**config.mk**
```make
export PLATFORM = sky130hd
export DESIGN_NAME = sw_token_router
export DESIGN_NICKNAME = d
export VERILOG_FILES = /design/src/rtl/sw_token_router.sv
export SDC_FILE = /design/constraint.sdc
export NUM_CORES = 1
export LEC_CHECK = 0
export CAP_MARGIN = 5
export CORE_MARGIN = 1.5
export CORE_UTILIZATION = 51
export CTS_CLUSTER_SIZE = 12
export DETAILED_ROUTE_END_ITERATION = 12
export PLACE_DENSITY = 0.76
export RECOVER_POWER = 50
export SLEW_MARGIN = 40
export SYNTH_ARGS = -nofsm -noshare
export SYNTH_HDL_FRONTEND = slang
export SYNTH_SLANG_ARGS = --single-unit
```
**constraint.sdc**
```tcl
create_clock -name clk -period 3.4 [get_ports clk]
set_input_delay 0.68 -clock clk [delete_from_list [all_inputs] [get_ports clk]]
set_output_delay 0.68 -clock clk [all_outputs]
set_load 0.02 [all_outputs]
```
**src/rtl/sw_token_router.sv**
```systemverilog
// Switch-stage input block: splits the SB token stream into a local loop-back FWFT queue and a
// network FWFT queue, absorbs memory-write tokens, and raises stall when either queue nears full.
module sw_token_router #(
    parameter int unsigned DEPTH = 4,
    parameter int unsigned AW    = 2
) (
    input  logic        clk,
    input  logic        rst,
    input  logic        tok_valid_i_sw,
    input  logic        lr_i_sw,
    input  logic [15:0] node_i_sw,
    input  logic [11:0] gen_i_sw,
    input  logic [31:0] opr_i_sw,
    input  logic        pe_out_i_sw,
    input  logic [2:0]  pe_num_i_sw,
    input  logic        f_mem_w_i_sw,
    input  logic        uni_opr_i_sw,
    output logic        stall_o_sw,
    output logic        loc_valid_o_sw,
    input  logic        loc_ready_i_sw,
    output logic [61:0] loc_tok_o_sw,
    output logic        net_valid_o_sw,
    input  logic        net_ready_i_sw,
    output logic [64:0] net_tok_o_sw,
    output logic        ovf_o_sw,
    output logic [7:0]  drop_cnt_o_sw
);

    localparam logic [AW:0] CntFull  = (AW+1)'(DEPTH);
    localparam logic [AW:0] CntStall = (AW+1)'(DEPTH - 1);

    logic [61:0]   loc_mem_q [DEPTH];
    logic [64:0]   net_mem_q [DEPTH];
    logic [AW-1:0] loc_wr_q, loc_rd_q, net_wr_q, net_rd_q;
    logic [AW:0]   loc_cnt_q, loc_cnt_d, net_cnt_q, net_cnt_d;
    logic          stall_q, ovf_q;
    logic [7:0]    drop_cnt_q;

    logic [61:0] loc_tok_in;
    logic [64:0] net_tok_in;
    logic        loc_req, net_req, loc_pop, net_pop, loc_push, net_push, drop;

    always_comb begin
        loc_tok_in = {lr_i_sw, node_i_sw, gen_i_sw, opr_i_sw, uni_opr_i_sw};
        net_tok_in = {pe_num_i_sw, loc_tok_in};
        // Memory-write tokens are consumed elsewhere, so they never reach either queue.
        loc_req  = tok_valid_i_sw & ~f_mem_w_i_sw & ~pe_out_i_sw;
        net_req  = tok_valid_i_sw & ~f_mem_w_i_sw & pe_out_i_sw;
        loc_pop  = loc_valid_o_sw & loc_ready_i_sw;
        net_pop  = net_valid_o_sw & net_ready_i_sw;
        loc_push = loc_req & ((loc_cnt_q != CntFull) | loc_pop);
        net_push = net_req & ((net_cnt_q != CntFull) | net_pop);
        drop     = (loc_req & ~loc_push) | (net_req & ~net_push);

        loc_cnt_d = loc_cnt_q;
        case ({loc_push, loc_pop})
            2'b10:   loc_cnt_d = loc_cnt_q + (AW+1)'(1);
            2'b01:   loc_cnt_d = loc_cnt_q - (AW+1)'(1);
            default: loc_cnt_d = loc_cnt_q;
        endcase
        net_cnt_d = net_cnt_q;
        case ({net_push, net_pop})
            2'b10:   net_cnt_d = net_cnt_q + (AW+1)'(1);
            2'b01:   net_cnt_d = net_cnt_q - (AW+1)'(1);
            default: net_cnt_d = net_cnt_q;
        endcase

        loc_valid_o_sw = (loc_cnt_q != '0);
        net_valid_o_sw = (net_cnt_q != '0);
        loc_tok_o_sw   = loc_valid_o_sw ? loc_mem_q[loc_rd_q] : '0;
        net_tok_o_sw   = net_valid_o_sw ? net_mem_q[net_rd_q] : '0;
        stall_o_sw     = stall_q;
        ovf_o_sw       = ovf_q;
        drop_cnt_o_sw  = drop_cnt_q;
    end

    // Storage needs no reset: heads are masked to zero while the queues are empty.
    always_ff @(posedge clk) begin
        if (loc_push) loc_mem_q[loc_wr_q] <= loc_tok_in;
        if (net_push) net_mem_q[net_wr_q] <= net_tok_in;
    end

    always_ff @(posedge clk) begin
        if (rst) begin
            loc_wr_q   <= '0;
            loc_rd_q   <= '0;
            net_wr_q   <= '0;
            net_rd_q   <= '0;
            loc_cnt_q  <= '0;
            net_cnt_q  <= '0;
            stall_q    <= 1'b0;
            ovf_q      <= 1'b0;
            drop_cnt_q <= '0;
        end else begin
            if (loc_push) loc_wr_q <= loc_wr_q + AW'(1);
            if (loc_pop)  loc_rd_q <= loc_rd_q + AW'(1);
            if (net_push) net_wr_q <= net_wr_q + AW'(1);
            if (net_pop)  net_rd_q <= net_rd_q + AW'(1);
            loc_cnt_q <= loc_cnt_d;
            net_cnt_q <= net_cnt_d;
            // Threshold at DEPTH-1 leaves room for the token already in flight in SB.
            stall_q   <= (loc_cnt_d >= CntStall) | (net_cnt_d >= CntStall);
            if (drop) begin
                ovf_q <= 1'b1;
                if (drop_cnt_q != 8'hFF) drop_cnt_q <= drop_cnt_q + 8'd1;
            end
        end
    end

endmodule

```
==> results.md, run 1 <==
* Number of synthesized flops with an enable pin at 508
* Crit path kind: reg -> out
* Mean cell area of the mapped netlist at 20.8 um2
* Total I/O pin count at around 210
* M1 GR Usage at 29.7%
* Flop2flop setup slack at 0.51 ns
* DIE HEIGHT at 205 um
* Clock Latency Late Sink at 0.59 ns
* WL per Instance at 24.2 um
* Most numerous cell in the Yosys netlist: edfxtp_1
* Placer Congestion at 0.761
* Synth top area share at between 70% and 80%
* Reg2Reg Capture Point: stall_o_sw
* Final Max Tran Viols at 0
* Int Power at 10.6 mW
* Status: complete, no violations
* Min-Delay Path Class: reg -> reg
* Peak VDD IR at 0.000348 V
* CP startpoint kind: register
* Combinational cell fraction of total power at 5.2%
* Vias at 10,400
* Worst path slowest cell: clkdlybuf4s50_1
* Pwr per Cell Area at 523 mW/mm2
* Multi-input gate area at 0.00473 mm2
* Main synth FF type: edfxtp_1
* First-pass GRT wire length at 66.3 mm
* Synth top area cells: edfxtp_1 (73%), mux4_2 (14%), and2_1 (4.1%)
* Total Die Area at 0.0421 mm2
* Largest net degree at the start of global routing at 66
* Async S/R FF share, synth at 0%
* Routed WL at 44.1 mm
* Std cell rows at 73
* Detailed placer's ending HPWL at between 20 and 30 mm
* Worst setup path start: loc_cnt_q[1]
* Met3 usage at 3.56%
* Core area at 0.0400 mm2
* Final Hold Fails at 0
* Layout cells sized above 1 at a little under a fifth
* M2 GR Usage at 35.7%
* Final Cycle Share at a little over nine tenths
* Switch Pwr at 2.72 mW
* Clock network fraction of design power at 39.9%
* Initial antenna violation count at 5
* Critical-path maximum fanout at 28
* Port bufs at 210
* Post-synth top cells: edfxtp_1 (508), and2_1 (136), mux4_2 (127)
* DRC viols at 0
* Gr busiest metal: met2
* CTS max path bufs at 3
* CTS tree: done
* Net count, final at 1,343
* Final setup fails at 0
* Crit path arrival time at 2.61 ns
* Critical Path RT at 2.72 ns
* Most Frequent Cell on Critical Path: buf_12
* Gr ovfl total at 0
* RSZ-0062 raised after global routing: false
* Die width at 205 um
* CTS root buf: clkbuf_16
* Gr usage total at 21.5%
* Max Fclk at 304 MHz
* Sinks on the clock net at about 540
* CP cell instances: nor3_1 -> clkinv_1 -> buf_12 -> buf_12 -> and2_1 -> clkdlybuf4s50_1
* Worst-Margin Slew at 0.832 ns
* Switch share at 20.4%
* CTS hold repair buffers at 0
* Reg clk slew, reported paths at 0.06 ns
* Design Area, Final at 0.0255 mm2
* Max Clock Skew at a little over 0.02 ns
* Yosys top cell by area: edfxtp_1
* Ys Warns at 0
* Mapped Nets at around 1,100
* Setup TNS at 0 ns
* Sequential share of the synthesized area at 75.9%
* Leak at 8.00 nW
* Worst Setup EP: loc_tok_o_sw[37]
* Cells after synthesis at approximately 1,000
* Worst r2r path cells at 11
* Vias per cell at 5.68
* Synth cell types at 51
* Reg power frac at 54.9%
* Storage cell area at 0.0158 mm2
* DR iter-0 viols at approximately 910
* RR Startpoint: loc_cnt_q[1]
* P&R area growth vs syn at 22.4%
* Rel. slew slack at 44.5%
* Setup crit end kind: primary output
* Max-Cap Viols at 0
* # fillers at around 2,700
* Initial Util at between 50% and 60%
* Dpl cell area at around 0.024 mm2
* DR pass1 iterations at 5
* Cts bufs inserted at 54
* Routed Antenna Nets at 0
* Crit path largest cell delay at 0.54 ns
* H-tree depth at 2
* Vias in the first global route at roughly 11,000
* Post-Synthesis Cell Area at 0.0208 mm2
* Clock period minus final worst setup slack at between 3 and 4 ns
* Seq cells post-synth at 536
## layout make-up
cell class                      instances  area share, %
Antenna cell                            3         0.0294
Clock buffer                           75           5.61
Clock inverter                         17          0.490
Inverter                                7          0.103
Multi-Input combinational cell        407           18.5
Sequential cell                       536           62.1
Tap cell                              525           2.57
Timing Repair Buffer                  254           10.6
## routing by layer
metal  up-vias  share of wire [%]
met4         8                1.7
met5         -               0.10
met3        60                5.2
met2       286                 50
li1       4526                  -
met1      5482                 43
## critical path, delay by kind of cell (launching register included)
family	cells	cell delay, ns
buf+inv	4	1.07
flops	1	0.43
simple gates	2	0.50
## cell usage in the layout (no fill, tap or decap), types with 5 or more instances in the layout
master and count:
inv_1 6, a21oi_1 6, clkdlybuf4s50_1 143, buf_12 24
mux4_2 127, dfxtp_1 21, nor3b_1 5, nor2_1 34
buf_4 11, nor3_1 5, nand2_1 10, ha_1 9
and2_1 128, xor2_1 5, clkbuf_16 54, edfxtp_1 508
and2_4 5, clkinv_1 10, nand3_1 6, clkbuf_1 26
xnor2_1 9, dlygate4sd3_1 67
## registers in the layout, indices dropped and copies added (netlist names), named ones only
register / count
drop_cnt_o_sw: 8
loc_cnt_q: 3
loc_mem_q: 248
loc_rd_q: 2
loc_wr_q: 2
net_cnt_q: 3
net_mem_q: 260
net_rd_q: 2
net_wr_q: 2
ovf_o_sw: 1
stall_o_sw: 1
## worst min path at each step
stage / cells after the start / start / slack, ns / end
after floorplan: 2 / net_rd_q[1] / 0.48 / register
after global placement: 2 / ovf_o_sw / 0.44 / ovf_o_sw
after detailed placement: 2 / ovf_o_sw / 0.45 / ovf_o_sw
after CTS: 2 / ovf_o_sw / 0.46 / ovf_o_sw
after global routing: 2 / ovf_o_sw / 0.50 / ovf_o_sw
final: 2 / ovf_o_sw / 0.46 / ovf_o_sw
## what timing repair did
action	CTS	global route
hold endpoints to repair	0	0
cloned	0	0
buffers inserted	5	0
gates resized for setup	0	3
setup endpoints to repair	44	10
## power groups by stage
stage	clock [mW]	sequential, mW	combinational (mW)
2_1_floorplan	0	7.46	0.336
3_3_place_gp	0	7.46	0.703
3_5_place_dp	0	7.46	0.718
4_1_cts	5.44	7.32	0.735
5_1_grt	5.65	7.33	0.751
6_report	5.32	7.32	0.699
## kinds of logic (layout without fill, tap and decap cells)
logic type      count (synthesis)  after routing  share of synthesized area, %
buf+inv                        61            353                          1.28
fa+ha+maj                      11             11                         0.732
simple gates                  224            224                          6.61
compound gates                 27             27                          1.01
mux                           131            131                          13.9
flops                         536            536                          75.9
other cells                     0              3                             0
xor+xnor                       14             14                         0.588
## per-stage QoR
step / power (mW) / hold WS (ns) / worst slack [ns] / std cells / utilization [%]
after floorplan: 7.79 / 0.485 / 0.0619 / 1004 / -
after global placement: 8.16 / 0.437 / 0.495 / 1724 / 60.0
after detailed placement: 8.18 / 0.451 / 0.461 / 1724 / 60.0
after CTS: 13.5 / 0.461 / 0.0126 / 1821 / 64.1
after global routing: 13.7 / 0.496 / 0.00919 / 1821 / 63.8
final: 13.3 / 0.463 / 0.107 / 1824 / 63.8
(Power assumes the default switching activity.)
==> run 2, diff against run 1 <==
--- a/config.mk
+++ b/config.mk
@@ -5,8 +5,7 @@
 export SDC_FILE = /design/constraint.sdc
 export NUM_CORES = 1
 export LEC_CHECK = 0
-export CAP_MARGIN = 5
-export CORE_MARGIN = 1.5
+export CORE_MARGIN = 2
 export CORE_UTILIZATION = 51
 export CTS_CLUSTER_SIZE = 12
 export DETAILED_ROUTE_END_ITERATION = 12
==> results.md, run 2 (synthesis gave the netlist of run 1 again) <==
* Max reg flops at 260
* Worst path slowest cell: dfxtp_4
* Status: complete, no violations
* Leak at 7.98 nW
* Final Cycle Share at 96.5%
* Sinks on the clock net at approximately 540
* H-tree depth at 2
* Rel. slew slack at 31.3%
* Final setup fails at 0
* Final Hold Fails at 0
* Setup crit end kind: primary output
* Dpl cells at ~1,700
* Critical-path maximum fanout at 30
* Vias per cell at around 5.7
* DRC viols at 0
* First-pass GRT wire length at 65.7 mm
* Setup TNS at 0 ns
* Core area at 0.0406 mm2
* Total I/O pin count at 211
* Initial Util at about half
* Largest net degree at the start of global routing at 65
* Commonest non-fill, non-tap cell in the layout: edfxtp_1
* Combinational cell fraction of total power at ~5.2%
* DR iter-0 viols at 747
* CP startpoint kind: register
* Pwr per Cell Area at 521 mW/mm2
* CP cell instances: buf_12 -> mux4_2 -> and2_1 -> clkdlybuf4s50_1
* RSZ-0062 raised after global routing: false
* Critical Path RT at 2.72 ns
* Buf+Inv Stages, Crit Path at 2
* Cts bufs inserted at 53
* CTS max path bufs at 3
* Hold WS at roughly 0.44 ns
* Crit path arrival time at 2.60 ns
* Std cell rows at 74
* HP Start: ovf_o_sw
* Non-filler cells, final at 1,820
* Net count, final at 1,338
* Initial antenna violation count at 2
* Routed Antenna Nets at 0
* CTS hold repair buffers at 0
* Die width at 206 um
* Routed WL at 43.7 mm
* Placer Congestion at 0.780
* Detailed placer's ending HPWL at approximately 26 mm
* P&R area growth vs syn at 22.4%
* Port bufs at 210
* Reg clk slew, reported paths at about 0.060 ns
* Max Clock Skew at 0.0258 ns
* CTS root buf: clkbuf_16
* Reg power frac at between 50% and 60%
* # fillers at around 2,800
* Gr usage total at 21.1%
* Cell family with most CP delay: buffers and inverters
* Most frequent cells in the layout: edfxtp_1 (508), clkdlybuf4s50_1 (144), and2_1 (128)
* Crit path kind: reg -> out
* WL per Instance at about 24 um
* Max-Cap Viols at 0
* DIE HEIGHT at 206 um
* Post-layout util at 62.9%
* Total Die Area at 0.0425 mm2
* Max Fclk at 305 MHz
* Clock period minus final worst setup slack at 3.28 ns
* Flop2flop setup slack at between 0.8 and 0.9 ns
* CTS tree: done
* Peak VDD IR at 0.000432 V
* Clock network fraction of design power at around two fifths
* Worst-Margin Slew at 1.03 ns
* Total chip power at around 13 mW
* Worst r2r path cells at 9
* Antenna Diode Count at 0
* Hold depth at 2
* Vias in the first global route at 10,800
* DR pass1 iterations at 5
* Crit path largest cell delay at ~0.60 ns
* Switch Pwr at 2.68 mW
* Clock Latency Late Sink at about 0.6 ns
* Vias at 10,300
* Layout cells sized above 1 at 18.8%
* Min-Delay Path Class: reg -> reg
* RR Startpoint: loc_cnt_q[1]
* Int Power at 10.6 mW
* Gr ovfl total at 0
* Most flops, register: net_mem_q
* Switch share at 20.2%
* Final Max Tran Viols at 0
* Reg2Reg Capture Point: stall_o_sw
* Hold endpoint: ovf_o_sw
## run 2: cell count changes in the layout (fill, tap and decap cells not counted), moves of 2 or more
cell and delta:
and2_2 +2, and2_4 -3, buf_16 +2, buf_4 +2, clkbuf_2 -4, clkinv_1 -3
clkinvlp_4 +2, diode_2 -3, inv_6 -3
## run 2: power by group through the flow
stage / Combinational [mW] / Sequential (mW) / Clock (mW)
4_1_cts: 0.725 / 7.32 / 5.36
3_5_place_dp: 0.712 / 7.47 / 0
5_1_grt: 0.747 / 7.33 / 5.60
2_1_floorplan: 0.336 / 7.46 / 0
6_report: 0.692 / 7.32 / 5.27
3_3_place_gp: 0.698 / 7.46 / 0
## run 2: worst max-delay path by stage
stage,start,to,slack (ns),cells past startpoint
6_report,register,loc_tok_o_sw[7],0.12,4
5_1_grt,register,net_tok_o_sw[44],0.02,4
4_1_cts,net_cnt_q[0],net_tok_o_sw[50],0.04,4
3_5_place_dp,tok_valid_i_sw,loc_mem_q[3][17],0.39,6
3_3_place_gp,f_mem_w_i_sw,loc_mem_q[3][19],0.43,6
2_1_floorplan,f_mem_w_i_sw,loc_mem_q[1][0],0.06,4
## run 2: final cells by class
cell class                 count  area, um2  area share [%]
sequential                   536      15800            62.1
multi-input combinational    407       4740            18.6
timing repair buffer         250       2720            10.7
clock buffer                  77       1440            5.63
tap                          532        666            2.61
clock inverter                11       88.8           0.348
inverter                       7       26.3           0.103
## run 2: metrics by stage
stage                     instance area [um2]  setup WS, ns
after floorplan                         20800        0.0619
after global placement                  24000         0.432
after detailed placement                24000         0.395
after CTS                               25600        0.0403
after global routing                    25500        0.0168
final                                   25500         0.118
## run 2: worst register-to-register path: stages, from the launching register on
cell and delay [ns]:
dfxtp_2 0.38, nor3_1 0.30, clkinv_1 0.19, nand2_1 0.17, nor2_1 0.07, fa_1 0.42
or4_1 0.54, a31oi_1 0.25, nor2_1 0.08, nand3_1 0.08
## run 2: routing by layer
layer	vias to the layer above	GRT usage, %	share of wire, %
met5	-	0	0.027
met3	47	5.53	6.8
met2	317	33.8	49
met1	5418	29.4	43
met4	2	4.67	1.4
li1	4525	-	-
## run 2: what timing repair did
action	4_1_cts	5_1_grt
hold endpoints to repair	0	0
endpoints found under the setup margin	83	19
cloned	0	0
buffers inserted	4	0
resized for setup	3	4
==> patch 1, RTL diff (flow settings as in run 1) <==
Set the parameter `AW` to 3 (it was 2).
--- a/src/rtl/sw_token_router.sv
+++ b/src/rtl/sw_token_router.sv
@@ -2,7 +2,7 @@
 // network FWFT queue, absorbs memory-write tokens, and raises stall when either queue nears full.
 module sw_token_router #(
     parameter int unsigned DEPTH = 4,
-    parameter int unsigned AW    = 2
+    parameter int unsigned AW    = 3
 ) (
     input  logic        clk,
     input  logic        rst,
Check against the original RTL: same outputs for any inputs over 4 cycles, from zero or initial values and one cycle with rst high; that may be too few to reach the edited logic, so the function may still have changed.
==> patch 1 against run 1 <==
Die area hardly changed. Clock skew is 0.0047 ns higher. Area after synthesis hardly changed. Non-clock buffer count is 7 higher. Setup slack worse by 0.036 ns. Sequential cell count is 2 higher. First-iteration DRC count is 6.7% lower. Fmax is 1.1% lower. Routed wire length is 2.2% higher. Synthesized cell count is 0.30% lower. Cell area is 0.87% higher. Critical path type unchanged.
Power is not compared: it rests on default switching activity, and its combinational part moved more than twofold at a synthesized area within 25%.
==> patch 1: results <==
set metrics [dict create \
    ff2ff_setup_slack_ns 0.53 \
    place_area_mm2 0.02419 \
    crit_arrival_ns 2.65 \
    worstMarginPinSlew_ns 1.191 \
    path_max_fanout 29 \
    synthTopCellsByArea "edfxtp_1, mux4_2, and2_1" \
    outcome "finished clean" \
    use_met2_pct 35.17 \
    grt_use_met1_pct 31.36 \
    clock_latency_ns 0.60 \
    grt_max_degree 63 \
    holdWs_ns 0.4703 \
    met3_usage_pct 4.343 \
    stdcell_count 1827 \
    place_congestion 0.8025 \
    met3_length_um 2783 \
    dp_hpwl_um 26960 \
    startpoint "net_cnt_q[2]" \
    dpl.cell_count 1736 \
    via_count 10580 \
    layout-drive-gt1-share_pct 19.41 \
    rr_startpoint "loc_cnt_q[0]" \
    fill_cells 2790 \
    fin_nets 1355 \
    finalClockSkew_ns 0.02503 \
    grt_pass1_wl_um 67760 \
    synth_seq_area_share_pct 76.08 \
    cts_setup_buffers 0 \
    reg2regPathDepth 8 \
    power_sequential_mw 7.52 \
    drt_iter0_drc 853 \
    setup_ws_ns 0.07147 \
    crit_end "net_tok_o_sw[57]" \
    antenna_found_initial 6 \
    critPathTopFamily "simple AND/OR/NAND/NOR gates" \
    syn_nets 1088 \
    crit_slowest_cell "or4_2" \
    holdPathEnd "ovf_o_sw" \
    yosysUniqueCellTypes 48 \
    cp_slowest_stage_delay_ns 0.72 \
    dp_slack_ns 0.2922 \
    wl_met1_um 19300 \
    synth_common_cells "edfxtp_1, and2_1, mux4_2" \
    met2_length_um 22140 \
]
patch 1: repair_timing:
| item | 4_1_cts | 5_1_grt |
|---|---|---|
| setup endpoints to repair | 115 | 31 |
| cloned | 1 | 0 |
| gates resized for setup | 81 | 30 |
patch 1: logic make-up (layout without fill, tap and decap cells):
family                   after synthesis  in the layout  share of synthesized area (%)
flip-flops                           538            538                          76.08
AND/OR/NAND/NOR                      198            198                          5.763
buffers and inverters                 59            356                          1.195
other                                  0              4                              0
AO/OA/AOI/OAI                         46             46                          1.489
multiplexers                         131            131                          13.92
XOR/XNOR                              14             14                         0.5883
adder cells (fa/ha/maj)               15             15                         0.9726
patch 1: cell type report:
class                   instances  area [um2]  share of cell area [%]
well taps                     525       656.9                   2.552
diodes                          4       10.01                 0.03889
inverters                       9       33.78                  0.1313
repair buffers                261        2858                   11.10
multi-input cells             404        4735                   18.40
flip-flops and latches        538       15870                   61.67
clock buffers                  70        1475                   5.732
clock inverters                16       96.34                  0.3744
==> patch 2, RTL diff (flow settings as in run 1) <==
Made on the original files. Reset style: asynchronous (`rst`), changed in one clocked block.
--- a/src/rtl/sw_token_router.sv
+++ b/src/rtl/sw_token_router.sv
@@ -80,7 +80,7 @@
         if (net_push) net_mem_q[net_wr_q] <= net_tok_in;
     end
 
-    always_ff @(posedge clk) begin
+    always_ff @(posedge clk or posedge rst) begin
         if (rst) begin
             loc_wr_q   <= '0;
             loc_rd_q   <= '0;
Formal check against the unedited RTL: differs if rst is asserted again (counterexample within 4 cycles, from zero or initial values and one cycle with rst high); with rst held inactive, the same outputs for 4 cycles.
==> patch 2 against run 1 <==
Global-route usage is 0.67 points lower. Area after synthesis is 1.2% lower. Via count is 3.1% lower. Non-clock buffer count is 1 lower. Die area is 1.2% lower. Cell area is 0.46% lower. Routed wire length is 4.4% lower. Fmax is 1.5% lower. First-iteration DRC count is 32% lower. Setup slack worse by 0.052 ns. Sequential cell count is 4 lower. Critical path type unchanged. Highest routed layer unchanged.
Power is not compared: it rests on default switching activity, and its combinational part moved more than twofold at a synthesized area within 25%.
==> patch 2: results <==
set metrics [dict create \
    clockRootBuffer "clkbuf_16" \
    syn_avg_cell_area_um2 21.59 \
    path_max_fanout 10 \
    via_count 10040 \
    wl_met1_um 17870 \
    dp_hpwl_um 25040 \
    grt_max_degree 68 \
    p_int_mw 14.70 \
    hp-start "ovf_o_sw" \
    hold_path_depth 1 \
    drt_iter0_drc 617 \
    met3_usage_pct 3.540 \
    outcome "finished clean" \
    syn_nets 1037 \
    reg2regPathDepth 8 \
    synth_mux_area_share_pct 14.05 \
    cp_slowest_stage_delay_ns 0.58 \
    synth_common_cells "edfxtp_1, and2_1, mux4_2" \
    synth_top_family_by_area "multiplexers" \
    r2r_end "stall_o_sw" \
    yosysUniqueCellTypes 43 \
    stdcell_count 1766 \
    use_met2_pct 33.04 \
    routed_wl_um 42170 \
    cts_buffers 53 \
    startpoint "net_rd_q[0]" \
    crit_arrival_ns 2.66 \
    crit_end "net_tok_o_sw[22]" \
    synthAdderAreaFrac_pct 0.7411 \
    rr_startpoint "loc_cnt_q[0]" \
    antenna_found_initial 7 \
    place_congestion 0.7599 \
    track_usage_pct 20.82 \
    synth_compound_area_share_pct 0.8748 \
    fin_nets 1293 \
    met3_length_um 2423 \
    max_slew_margin_pct 21.72 \
    async_reset_ff_share_pct 4.511 \
    dpl.cell_count 1675 \
    holdPathEnd "ovf_o_sw" \
    holdWs_ns 0.4803 \
    ff2ff_setup_slack_ns 0.41 \
    synth_seq_area_share_pct 76.98 \
    met2_length_um 20900 \
    dp_slack_ns 0.1862 \
    finalClockSkew_ns 0.01655 \
    synthTopCellsByArea "edfxtp_1, mux4_2, and2_1" \
    layout_min_cycle_time_ns 3.344 \
    layout-drive-gt1-share_pct 19.90 \
    grt_use_met1_pct 29.66 \
]
==> patch 2: layout make-up <==
cell class,instances,area (um2)
Sequential cell,532,15870
Fill cell,2737,14430
Multi-Input combinational cell,365,4487
Timing Repair Buffer,253,2860
Clock buffer,62,1360
Tap cell,525,656.9
Clock inverter,19,127.6
Inverter,5,18.77
Antenna cell,5,12.51
==> patch 2: stage by stage <==
step	utilization (%)	area, um2
2_1_floorplan	-	20600
3_3_place_gp	59.71	23780
3_5_place_dp	59.71	23780
4_1_cts	63.65	25350
5_1_grt	63.76	25390
6_report	63.77	25400
==> patch 2: critical path: cells and delay by family (launching register included) <==
family / cells / cell delay [ns]
simple gates: 1 / 0.17
buf+inv: 2 / 0.81
flops: 1 / 0.56
mux: 1 / 0.52
==> patch 2: repair_timing <==
item | CTS | global route
setup buffers | 4 | 0
hold endpoints to repair | 0 | 0
hold buffers | 0 | 0
cloned | 1 | 0
resized for setup | 14 | 31
endpoints found under the setup margin | 121 | 50
